### src/rtl/median_win_feeder.sv
// Ring-buffer writer and window streamer feeding the median sorter.
// Each sample past warm-up triggers a read-back of the last WIN samples, oldest first.
module median_win_feeder #(
  parameter int ADDR_WIDTH = 4,
  parameter int DATA_WIDTH = 16,
  parameter int WIN        = 5
) (
  input  logic                  wr_clk,
  input  logic                  asyn_rst,
  input  logic                  flush,
  input  logic [DATA_WIDTH-1:0] in_data,
  input  logic                  in_valid,
  output logic                  in_ready,
  output logic [DATA_WIDTH-1:0] ram_wr_data,
  output logic [ADDR_WIDTH-1:0] ram_wr_addr,
  output logic                  ram_wr_en,
  output logic [ADDR_WIDTH-1:0] ram_rd_addr,
  input  logic [DATA_WIDTH-1:0] ram_rd_data,
  output logic [DATA_WIDTH-1:0] win_data,
  output logic                  win_valid,
  output logic                  win_first,
  output logic                  win_last,
  input  logic                  win_ready
);

  localparam int FW    = $clog2(WIN + 1);
  localparam int CNT_W = $clog2(WIN);
  localparam logic [FW-1:0]         FILL_MAX = FW'(WIN);
  localparam logic [CNT_W-1:0]      CNT_LAST = CNT_W'(WIN - 1);
  localparam logic [ADDR_WIDTH-1:0] WIN_M1   = ADDR_WIDTH'(WIN - 1);

  typedef enum logic {S_IDLE, S_READ} state_t;

  state_t                r_state, w_state_nxt;
  logic [ADDR_WIDTH-1:0] r_wr_ptr, r_rd_ptr;
  logic [FW-1:0]         r_fill, w_fill_nxt;
  logic [CNT_W-1:0]      r_rd_cnt;
  logic [DATA_WIDTH-1:0] r_win_data;
  logic                  r_win_valid, r_win_first, r_win_last;
  logic                  w_accept, w_load, w_rd_last;

  // Reset also masks the write strobe so the RAM sees no write while held in reset.
  assign w_accept   = (r_state == S_IDLE) && in_valid && !flush && !asyn_rst;
  assign w_load     = (r_state == S_READ) && (!r_win_valid || win_ready) && !flush;
  assign w_rd_last  = (r_rd_cnt == CNT_LAST);
  assign w_fill_nxt = (r_fill == FILL_MAX) ? FILL_MAX : r_fill + FW'(1);

  assign in_ready    = (r_state == S_IDLE);
  assign ram_wr_en   = w_accept;
  assign ram_wr_addr = r_wr_ptr;
  assign ram_wr_data = in_data;
  assign ram_rd_addr = r_rd_ptr;
  assign win_data    = r_win_data;
  assign win_valid   = r_win_valid;
  assign win_first   = r_win_first;
  assign win_last    = r_win_last;

  always_ff @(posedge wr_clk or posedge asyn_rst) begin
    if (asyn_rst) r_state <= S_IDLE;
    else          r_state <= w_state_nxt;
  end

  always_comb begin
    w_state_nxt = r_state;
    if (flush) w_state_nxt = S_IDLE;
    else begin
      case (r_state)
        S_IDLE:  if (w_accept && (w_fill_nxt == FILL_MAX)) w_state_nxt = S_READ;
        S_READ:  if (w_load && w_rd_last) w_state_nxt = S_IDLE;
        default: w_state_nxt = S_IDLE;
      endcase
    end
  end

  always_ff @(posedge wr_clk or posedge asyn_rst) begin
    if (asyn_rst) begin
      r_wr_ptr    <= '0;
      r_rd_ptr    <= '0;
      r_fill      <= '0;
      r_rd_cnt    <= '0;
      r_win_data  <= '0;
      r_win_valid <= 1'b0;
      r_win_first <= 1'b0;
      r_win_last  <= 1'b0;
    end else if (flush) begin
      // History is dropped but wr_ptr and RAM contents are kept.
      r_fill      <= '0;
      r_win_valid <= 1'b0;
      r_win_first <= 1'b0;
      r_win_last  <= 1'b0;
    end else begin
      if (w_accept) begin
        r_wr_ptr <= r_wr_ptr + ADDR_WIDTH'(1);
        r_fill   <= w_fill_nxt;
        if (w_fill_nxt == FILL_MAX) begin
          // Oldest of the WIN newest samples, counting the one being written now.
          r_rd_ptr <= r_wr_ptr - WIN_M1;
          r_rd_cnt <= '0;
        end
      end
      if (w_load) begin
        r_win_data  <= ram_rd_data;
        r_win_valid <= 1'b1;
        r_win_first <= (r_rd_cnt == '0);
        r_win_last  <= w_rd_last;
        r_rd_ptr    <= r_rd_ptr + ADDR_WIDTH'(1);
        r_rd_cnt    <= w_rd_last ? '0 : r_rd_cnt + CNT_W'(1);
      end else if (r_win_valid && win_ready) begin
        r_win_valid <= 1'b0;
      end
    end
  end

endmodule

### config.mk
export PLATFORM = sky130hd
export DESIGN_NAME = median_win_feeder
export DESIGN_NICKNAME = d
export VERILOG_FILES = /design/src/rtl/median_win_feeder.sv
export SDC_FILE = /design/constraint.sdc
export NUM_CORES = 1
export LEC_CHECK = 0
export ABC_AREA = 1
export CAP_MARGIN = 20
export CORE_MARGIN = 8
export CORE_UTILIZATION = 36
export DETAILED_ROUTE_END_ITERATION = 10
export PLACE_DENSITY = 0.72
export SLEW_MARGIN = 0
export SYNTH_ARGS = -nofsm -noshare
export SYNTH_HDL_FRONTEND = slang
export SYNTH_SLANG_ARGS = --single-unit
### constraint.sdc
create_clock -name wr_clk -period 1.2 [get_ports wr_clk]
set_clock_uncertainty 0.1 [all_clocks]
set_input_delay 0.24 -clock wr_clk [delete_from_list [all_inputs] [get_ports wr_clk]]
set_output_delay 0.24 -clock wr_clk [all_outputs]
set_load 0.01 [all_outputs]
==> results of run 1 <==
metrics by stage:
step / TNS (ps) / cells / utilization, %
2_1_floorplan: -153 / 205 / -
3_3_place_gp: -14200 / 318 / 50.9
3_5_place_dp: -14690 / 318 / 50.9
4_1_cts: -928 / 331 / 52.8
5_1_grt: -3380 / 333 / 54.4
6_report: -1100 / 333 / 54.4
routing by layer:
| metal | vias up | global-route usage, % | part of all wire, % |
|---|---|---|---|
| li1 | 772 | - | - |
| met1 | 730 | 14.8 | 41 |
| met2 | 47 | 23.7 | 51 |
| met3 | 4 | 5.46 | 7.3 |
| met4 | 0 | 3.40 | 0.66 |
| met5 | - | 0 | 0 |
cell usage in the layout (no fill, tap or decap), types with 3 or more instances in the layout:
master and count:
dfrtp_1 33, nor2_2 3, nand2_4 3, nand2_1 78, buf_12 3, inv_2 6
nand2_2 6, dlygate4sd2_1 4, o21ai_1 3, nand3_1 14, buf_2 26, nand4_1 3
xor2_1 3, clkbuf_8 5, buf_4 30, inv_1 10, buf_6 8, clkdlybuf4s50_1 16
o21ai_2 3
worst register-to-register path, stage by stage (launching register included):
cell	delay [ps]
dfrtp_1	390
nor2_2	120
nand2_2	90
buf_4	150
buf_6	130
nor2_4	80
xor2_1	180
cells by family after synthesis:
kind of cell               after synthesis
and+or+nand+nor                        114
buffers and inverters                   38
DFF                                     34
AOI/OAI and AO/OA                       11
xor gates and xnor gates                 4
adders and majority gates                4
flip-flops by register name, summed over array words and instances, names as in the netlist:
register,count
win_last,1
r_fill,3
win_first,1
ram_wr_addr,4
r_state,1
win_valid,1
r_rd_cnt,3
ram_rd_addr,4
win_data,16
final timing paths:
check | startpoint | to | slack (ps) | depth (start not counted)
min in group wr_clk | flush | win_valid | 290 | 3
max in group asynchronous | asyn_rst | ram_rd_addr[0] | 750 | 3
setup / recovery | r_state | ram_wr_en | -190 | 4
setup reg to reg | r_state | ram_wr_addr[3] | -130 | 6
hold / removal | asyn_rst | r_state | 70 | 3
hold reg to reg | win_data[9] | win_data[9] | 370 | 2
final cells by class:
type                    instances  share of cell area [%]
flip-flops and latches         34                    33.8
multi-input cells             133                    28.8
repair buffers                 87                    27.8
clock buffers                   7                    3.03
well taps                      54                    2.68
inverters                      17                    2.63
clock inverters                 1                    1.19
where the power goes:
part / internal, mW / switching, mW
combinational: 0.475 / 0.478
clock: 0.621 / 0.394
sequential: 1.29 / 0.0924
total: 2.39 / 0.964
what timing repair did:
item | in CTS | in global routing
setup buffers | 5 | 2
resized for setup | 146 | 18
pin swaps | 8 | 4
setup endpoints to repair | 57 | 32
==> out/results.tsv, run 1 <==
metric	value	unit
Post-Syn Area	0.00170	mm^2
top post-synthesis cells by area	dfrtp_1, nand2_1, buf_4	
Hold WC Path Type	input port to asynchronous set/reset pin	
synthesized flop and latch total	34	
synthesized-area fraction occupied by adder cells	2.95	%
EDFF count, synth	0	
Final HPWL DP	3.33	mm
final instance area	0.00252	mm^2
Slew headroom	85.5	%
Worst EP arrival	1050	ps
Tot Pwr	3.35	mW
max cap viols	0	
Yosys top cell by area	dfrtp_1	
most frequent cells after synthesis	nand2_1, dfrtp_1, buf_4, inv_1, nand3_1	
initial antenna violation count	0	
H-Tree Depth	2	
ANT nets after route	0	
PwrDens	1330	mW/mm^2
post-synthesis xor/xnor area fraction	2.07	%
Site Rows	25	
# IOs	82	
CP top delay family	flip-flops	
Via-to-Cell Ratio	4.66	
WP data required	860	ps
Clock transition at path regs	70	ps
Setup Crit Path Kind	flip-flop to output pin	
global route total overflow	0	
Post-Syn Nets	246	
main combinational cell family by area after synthesis	simple AND/OR/NAND/NOR gates	
fill count	428	
core box area	0.00463	mm^2
sequential-to-total area share from yosys stat	50.2	%
vias in the first global route	1697	
DIE HEIGHT	84.6	um
first-pass GRT wire length	7.89	mm
Clock Latency Late Sink	280	ps
CP bufs+invs	2	
CP endpoint kind	output pin	
largest net degree at the start of global routing	35	
Num Clock Sinks	34	
RSZ-0062 raised after global routing	true	
synth unique cells	21	
final hold slack	66.4	ps
period utilization	116	%
CP Cell Sequence	nor2_2, nand2_2, inv_2, buf_6	
# hold bufs at CTS	0	
P&R area growth vs syn	48.6	%
Routed wire per std cell	14.0	um
Initial Utilization	36.6	%
Residual DRC	0	
CTS tree	built	
Synth Area per Inst	8.27	um^2
mux contribution to synthesized area	0	%
IO Port Bufs	49	
slowest cell on the critical path	dfrtp_1	
most frequent cell after synthesis	nand2_1	
Setup WS post-layout	-192	ps
Global Route Usage Sum	13.5	%
fin. max-slew vios	0	
die area	0.00716	mm^2
CTS max path bufs	2	
Worst VDD drop	509	uV
prevailing post-synth register cell	dfrtp_1	
area occupied by registers	852	um^2
GP Congestion	0.757	
Compound-Gate Fraction of Synth Area	3.54	%
crit start category	flip-flop	
WL final	4.67	mm
Yosys warning count	0	
dpl cell area	0.00235	mm^2
final net count	319	
instance count of the mapped netlist	205	
# diodes	0	
Final Hold Fails	0	
violated checks	setup timing	
Slew @ Worst Pin	218	ps
drt first pass iters	4	
Max Freq	718	MHz
Tmin final	1390	ps
vias	1553	
Yosys top cell area share	50.2	%
# setup viols final	22	
die width	84.6	um
status	complete, but fails checks	
TritonCTS buffer count	5	
Post-Synth Simple-Gate Area	28.1	%
CP max FO	2	
static leakage	1.36	nW
dpl ws	-666	ps
area of the multi-input gates	726	um^2
share of cells above drive strength 1	36.9	%
asr flop ratio synth	100	%
Largest stage delay, worst path	390	ps
DRT iter0 DRCs	46	
root buf cell	clkbuf_8	
Note: power is estimated with default switching activity, not from simulation.
==> run 2, diff against run 1 <==
SKIP_LAST_GASP = 1   (was unset)
==> run 2 against run 1 <==
Sequential power hardly changed. Final cell count stayed put. Critical path depth stayed put. Combinational power is 1% lower. Maximum frequency is 0.16% higher. Via count is 0.52% higher. Global-route usage hardly changed. First-iteration DRC count is 22% lower. The run still ends with setup timing left. Critical endpoint unchanged.
==> out/results.tsv, run 2 (synthesis results as in run 1) <==
metric	value	unit	change
status	complete, but fails checks		
violated checks	setup timing		
RSZ-0062 raised after global routing	true		
Clock transition at path regs	70	ps	about the same
DRT iter0 DRCs	36		-22%
period utilization	116	%	-0.19 points
dpl cells	318		unchanged
Worst EP arrival	1050	ps	about the same
largest net degree at the start of global routing	35		unchanged
CP Cell Sequence	nor2_2, nand2_2, inv_2, buf_6		
GP Congestion	0.757		unchanged
r2r endpoint	ram_wr_addr[3]		
setup TNS	-1120	ps	-17.4 ps
dpl cell area	0.00235	mm^2	unchanged
vias	1561		+0.52%
WP data required	860	ps	about the same
Slew headroom	85.5	%	about the same
FF-to-FF path depth	6		unchanged
fill count	427		-0.23%
Clock Latency Late Sink	280	ps	about the same
slowest cell on the critical path	dfrtp_1		
Final Hold Fails	0		unchanged
Finished Layout Cells	333		unchanged
CTS max path bufs	2		unchanged
die area	0.00716	mm^2	unchanged
Final HPWL DP	3.33	mm	unchanged
Initial Utilization	36.6	%	unchanged
Routed wire per std cell	14.0	um	-0.51%
# IOs	82		unchanged
first-pass GRT wire length	7.91	mm	+0.27%
Site Rows	25		unchanged
IO Port Bufs	49		unchanged
Setup Crit Path Kind	flip-flop to output pin		
Worst R2R Start	r_state		
H-Tree Depth	2		unchanged
initial antenna violation count	0		unchanged
WL final	4.65	mm	-0.51%
dpl ws	-666	ps	unchanged
Via-to-Cell Ratio	4.69		+0.52%
root buf cell	clkbuf_8		
crit start category	flip-flop		
fin. max-slew vios	0		unchanged
Setup WS post-layout	-190	ps	+2.27 ps
Num Clock Sinks	34		unchanged
CP endpoint kind	output pin		
DIE HEIGHT	84.6	um	unchanged
# setup viols final	23		+4.5%
P&R area growth vs syn	48.0	%	
Hold WC Path Type	input port to asynchronous set/reset pin		
static leakage	1.36	nW	-0.13%
# hold bufs at CTS	0		unchanged
Tmin final	1390	ps	-2.27 ps
CTS tree	built		
PwrDens	1330	mW/mm^2	about the same
Worst VDD drop	508	uV	-0.21%
CP top delay family	flip-flops		
CP max FO	2		unchanged
Max Freq	719	MHz	+0.16%
final net count	319		unchanged
Largest stage delay, worst path	390	ps	about the same
share of cells above drive strength 1	36.2	%	-0.72 points
most common cell after layout, fill and taps aside	nand2_1		
core box area	0.00463	mm^2	unchanged
drt first pass iters	4		unchanged
global route total overflow	0		unchanged
Slew @ Worst Pin	218	ps	+0.222 ps
vias in the first global route	1697		unchanged
# diodes	0		unchanged
die width	84.6	um	unchanged
max reg flops	16		unchanged
final instance area	0.00251	mm^2	-0.40%
TritonCTS buffer count	5		unchanged
Residual DRC	0		unchanged
ANT nets after route	0		unchanged
Global Route Usage Sum	13.6	%	+0.041 points
max cap viols	0		unchanged
most frequent cells in the layout	nand2_1, dfrtp_1, buf_4		
Reg2Reg Setup Slack	-120	ps	about the same
CP bufs+invs	2		unchanged
run 2: cell counts in the layout (fill, tap and decap cells not counted):
No cell type changed its count.
run 2: per-stage QoR:
step,hold slack (ps),util (%),total power [mW]
finish,67.0,54.2,3.34
global route,84.1,54.2,3.54
CTS,61.8,52.7,3.33
detailed placement,365,50.9,2.38
global placement,362,50.9,2.34
floorplan,203,-,1.83
run 2: worst max path at each step:
stage	cells past startpoint	slack (ps)	from	end
finish	4	-190	r_state	ram_wr_en
global route	4	-250	r_state	ram_wr_en
CTS	3	-190	r_state	in_ready
detailed placement	6	-670	in_valid	ram_wr_en
global placement	5	-670	flush	ram_wr_en
floorplan	6	-40	win_valid	r_state
run 2: cell type report:
| cell class | instances | area, um^2 | area share [%] |
|---|---|---|---|
| Clock buffer | 7 | 76.3 | 3.04 |
| Tap cell | 54 | 67.6 | 2.69 |
| Clock inverter | 1 | 30.0 | 1.20 |
| Inverter | 17 | 66.3 | 2.64 |
| Sequential cell | 34 | 852 | 34.0 |
| Timing Repair Buffer | 87 | 701 | 27.9 |
| Multi-Input combinational cell | 133 | 716 | 28.5 |
run 2: power breakdown:
part	switching [mW]	internal (mW)
clock	0.393	0.621
combinational	0.472	0.470
sequential	0.0924	1.29
total	0.957	2.39
run 2: metal layers:
layer,track usage (%),part of all wire [%]
met4,3.40,0.67
met5,0,0
met3,5.46,7.9
met1,14.9,40
met2,23.8,51
run 2: repair_timing:
action,in CTS,in global routing
cloned,0,0
buffers inserted,5,2
pin swaps,8,4
gates resized for setup,145,15
setup endpoints to repair,57,32
run 2: tightest hold or removal path: cells and delay by family:
kind / cells / cell delay [ps]
buffers and inverters: 3 / 570
==> run 3, diff against run 2 <==
CORE_UTILIZATION = 35   (was 36)
PLACE_DENSITY = 0.7   (was 0.72)
SLEW_MARGIN = 10   (was 0)
==> run 3 against run 2 <==
The run still ends with setup timing left. Sequential share of layout area fell by 0.57 points. Die area grew 2.3%. Maximum frequency shrank 1.2%. Count of clock-buffer cells in the layout shrank 2. Register-to-register slack gained 40 ps. Final cell count rose by 0.90%. Sequential power barely moved. Wire length fell by 5.0%. Combinational power decreased by 2%. Worst hold slack worse by 19 ps. Flip-flop and latch count stayed put. Critical path type unchanged.
==> out/results.tsv, run 3 (synthesis results as in run 1) <==
metric	value	unit	change
CTS max path bufs	2		unchanged
largest net degree at the start of global routing	35		unchanged
Num Clock Sinks	34		unchanged
Routed wire per std cell	13.1	um	-5.8%
Global Route Usage Sum	11.8	%	-1.8 points
CTS tree	built		
core box area	0.00469	mm^2	+1.4%
most frequent cells in the layout	nand2_1, dfrtp_1, buf_4		
Clock transition at path regs	70	ps	about the same
ANT nets after route	0		unchanged
Setup Crit Path Kind	flip-flop to output pin		
Residual DRC	0		unchanged
FF-to-FF path depth	5		-1
TritonCTS buffer count	5		unchanged
vias in the first global route	1548		-8.8%
sw power	0.948	mW	-1.0%
Final HPWL DP	2.99	mm	-10%
DIE HEIGHT	85.6	um	+1.2%
first-pass GRT wire length	6.97	mm	-12%
GP Congestion	0.811		+7.1%
Max Freq	711	MHz	-1.2%
die width	85.6	um	+1.2%
static leakage	1.38	nW	+1.7%
WL final	4.42	mm	-5.0%
global route total overflow	0		unchanged
period utilization	117	%	+1.4 points
fin. max-slew vios	0		unchanged
die area	0.00733	mm^2	+2.3%
# hold bufs at CTS	0		unchanged
setup TNS	-985	ps	+132 ps
Slew @ Worst Pin	196	ps	-22.4 ps
P&R area growth vs syn	50.3	%	
Initial Utilization	36.1	%	-0.49 points
WP data required	860	ps	about the same
Worst VDD drop	647	uV	+27%
initial antenna violation count	0		unchanged
RSZ-0062 raised after global routing	true		
root buf cell	clkbuf_8		
IO Port Bufs	49		unchanged
drt first pass iters	4		unchanged
r2r endpoint	r_state		
DRT iter0 DRCs	75		+110%
Slew headroom	86.9	%	+1.5 points
Sequential Power Share	44.5	%	+3.0 points
# setup viols final	24		+4.3%
CP max FO	2		unchanged
Reg2Reg Setup Slack	-80	ps	+40 ps
dpl cell area	0.00235	mm^2	-0.21%
fill count	449		+5.2%
Via-to-Cell Ratio	4.60		-2.0%
Clock Latency Late Sink	280	ps	about the same
Hold WC Path Type	input port to asynchronous set/reset pin		
Tmin final	1410	ps	+17.2 ps
Sw Ratio	30.6	%	+2.0 points
final net count	323		+1.3%
Setup WS post-layout	-207	ps	-17.2 ps
max cap viols	0		unchanged
share of cells above drive strength 1	41.1	%	+4.9 points
final instance area	0.00255	mm^2	+1.5%
Logic pwr share	30.0	%	+1.8 points
Power Internal	2.15	mW	-10%
Worst EP arrival	1070	ps	+20 ps
H-Tree Depth	2		unchanged
Worst R2R Start	win_valid		
Site Rows	25		unchanged
status	complete, but fails checks		
max reg flops	16		unchanged
vias	1544		-1.1%
CP endpoint kind	output pin		
PwrDens	1220	mW/mm^2	-8.8%
Final Hold Fails	0		unchanged
clock network power share	25.6	%	-4.7 points
violated checks	setup timing		
# diodes	0		unchanged
# IOs	82		unchanged
final hold slack	47.8	ps	-19.1 ps
most common cell after layout, fill and taps aside	nand2_1		
crit start category	flip-flop		
## run 3: final cells by class
cell class	instances	area, um^2	area share [%]
clock buffers	5	68.8	2.70
inverters	17	68.8	2.70
well taps	54	67.6	2.65
multi-input cells	133	744	29.2
clock inverters	2	10.0	0.393
repair buffers	91	737	28.9
flip-flops and latches	34	851	33.4
## run 3: layer usage
layer	global-route usage (%)	vias to the layer above	share of wire [%]
li1	-	776	-
met1	13.6	726	44
met2	19.0	37	48
met3	5.25	5	6.9
met4	3.98	0	1.0
met5	0	-	0
## run 3: worst max path at each step
| stage | end | start | slack (ps) | cells after the start |
|---|---|---|---|---|
| CTS | in_ready | r_state | -190 | 3 |
| floorplan | r_state | win_valid | -40 | 6 |
| detailed placement | ram_wr_en | flush | -670 | 5 |
| finish | ram_wr_en | r_state | -210 | 4 |
| global route | ram_wr_en | r_state | -250 | 4 |
| global placement | ram_wr_en | flush | -670 | 5 |
## run 3: power groups by stage
| stage | clock network [mW] | registers [mW] | logic, mW |
|---|---|---|---|
| after floorplan | 0 | 1.50 | 0.335 |
| after global placement | 0 | 1.40 | 0.947 |
| after detailed placement | 0 | 1.40 | 0.958 |
| after CTS | 0.825 | 1.37 | 0.854 |
| after global routing | 0.879 | 1.39 | 1.02 |
| final | 0.792 | 1.38 | 0.927 |
## run 3: timing repair
item	CTS	global route
gates cloned	0	2
endpoints found under the setup margin	57	32
buffers inserted	2	8
pin swaps	3	9
resized for setup	127	47
## run 3: stage by stage
stage	std cells	total power [mW]	setup WS, ps	util (%)
2_1_floorplan	205	1.83	-44.8	-
3_3_place_gp	319	2.34	-671	50.1
3_5_place_dp	319	2.36	-669	50.1
4_1_cts	328	3.05	-193	49.6
5_1_grt	336	3.30	-254	54.3
6_report	336	3.10	-207	54.3
## run 3: critical path: stages, from the launching register on
cell	delay, ps
dfrtp_1	400
nor2_2	130
nand2_2	90
inv_2	70
buf_6	100
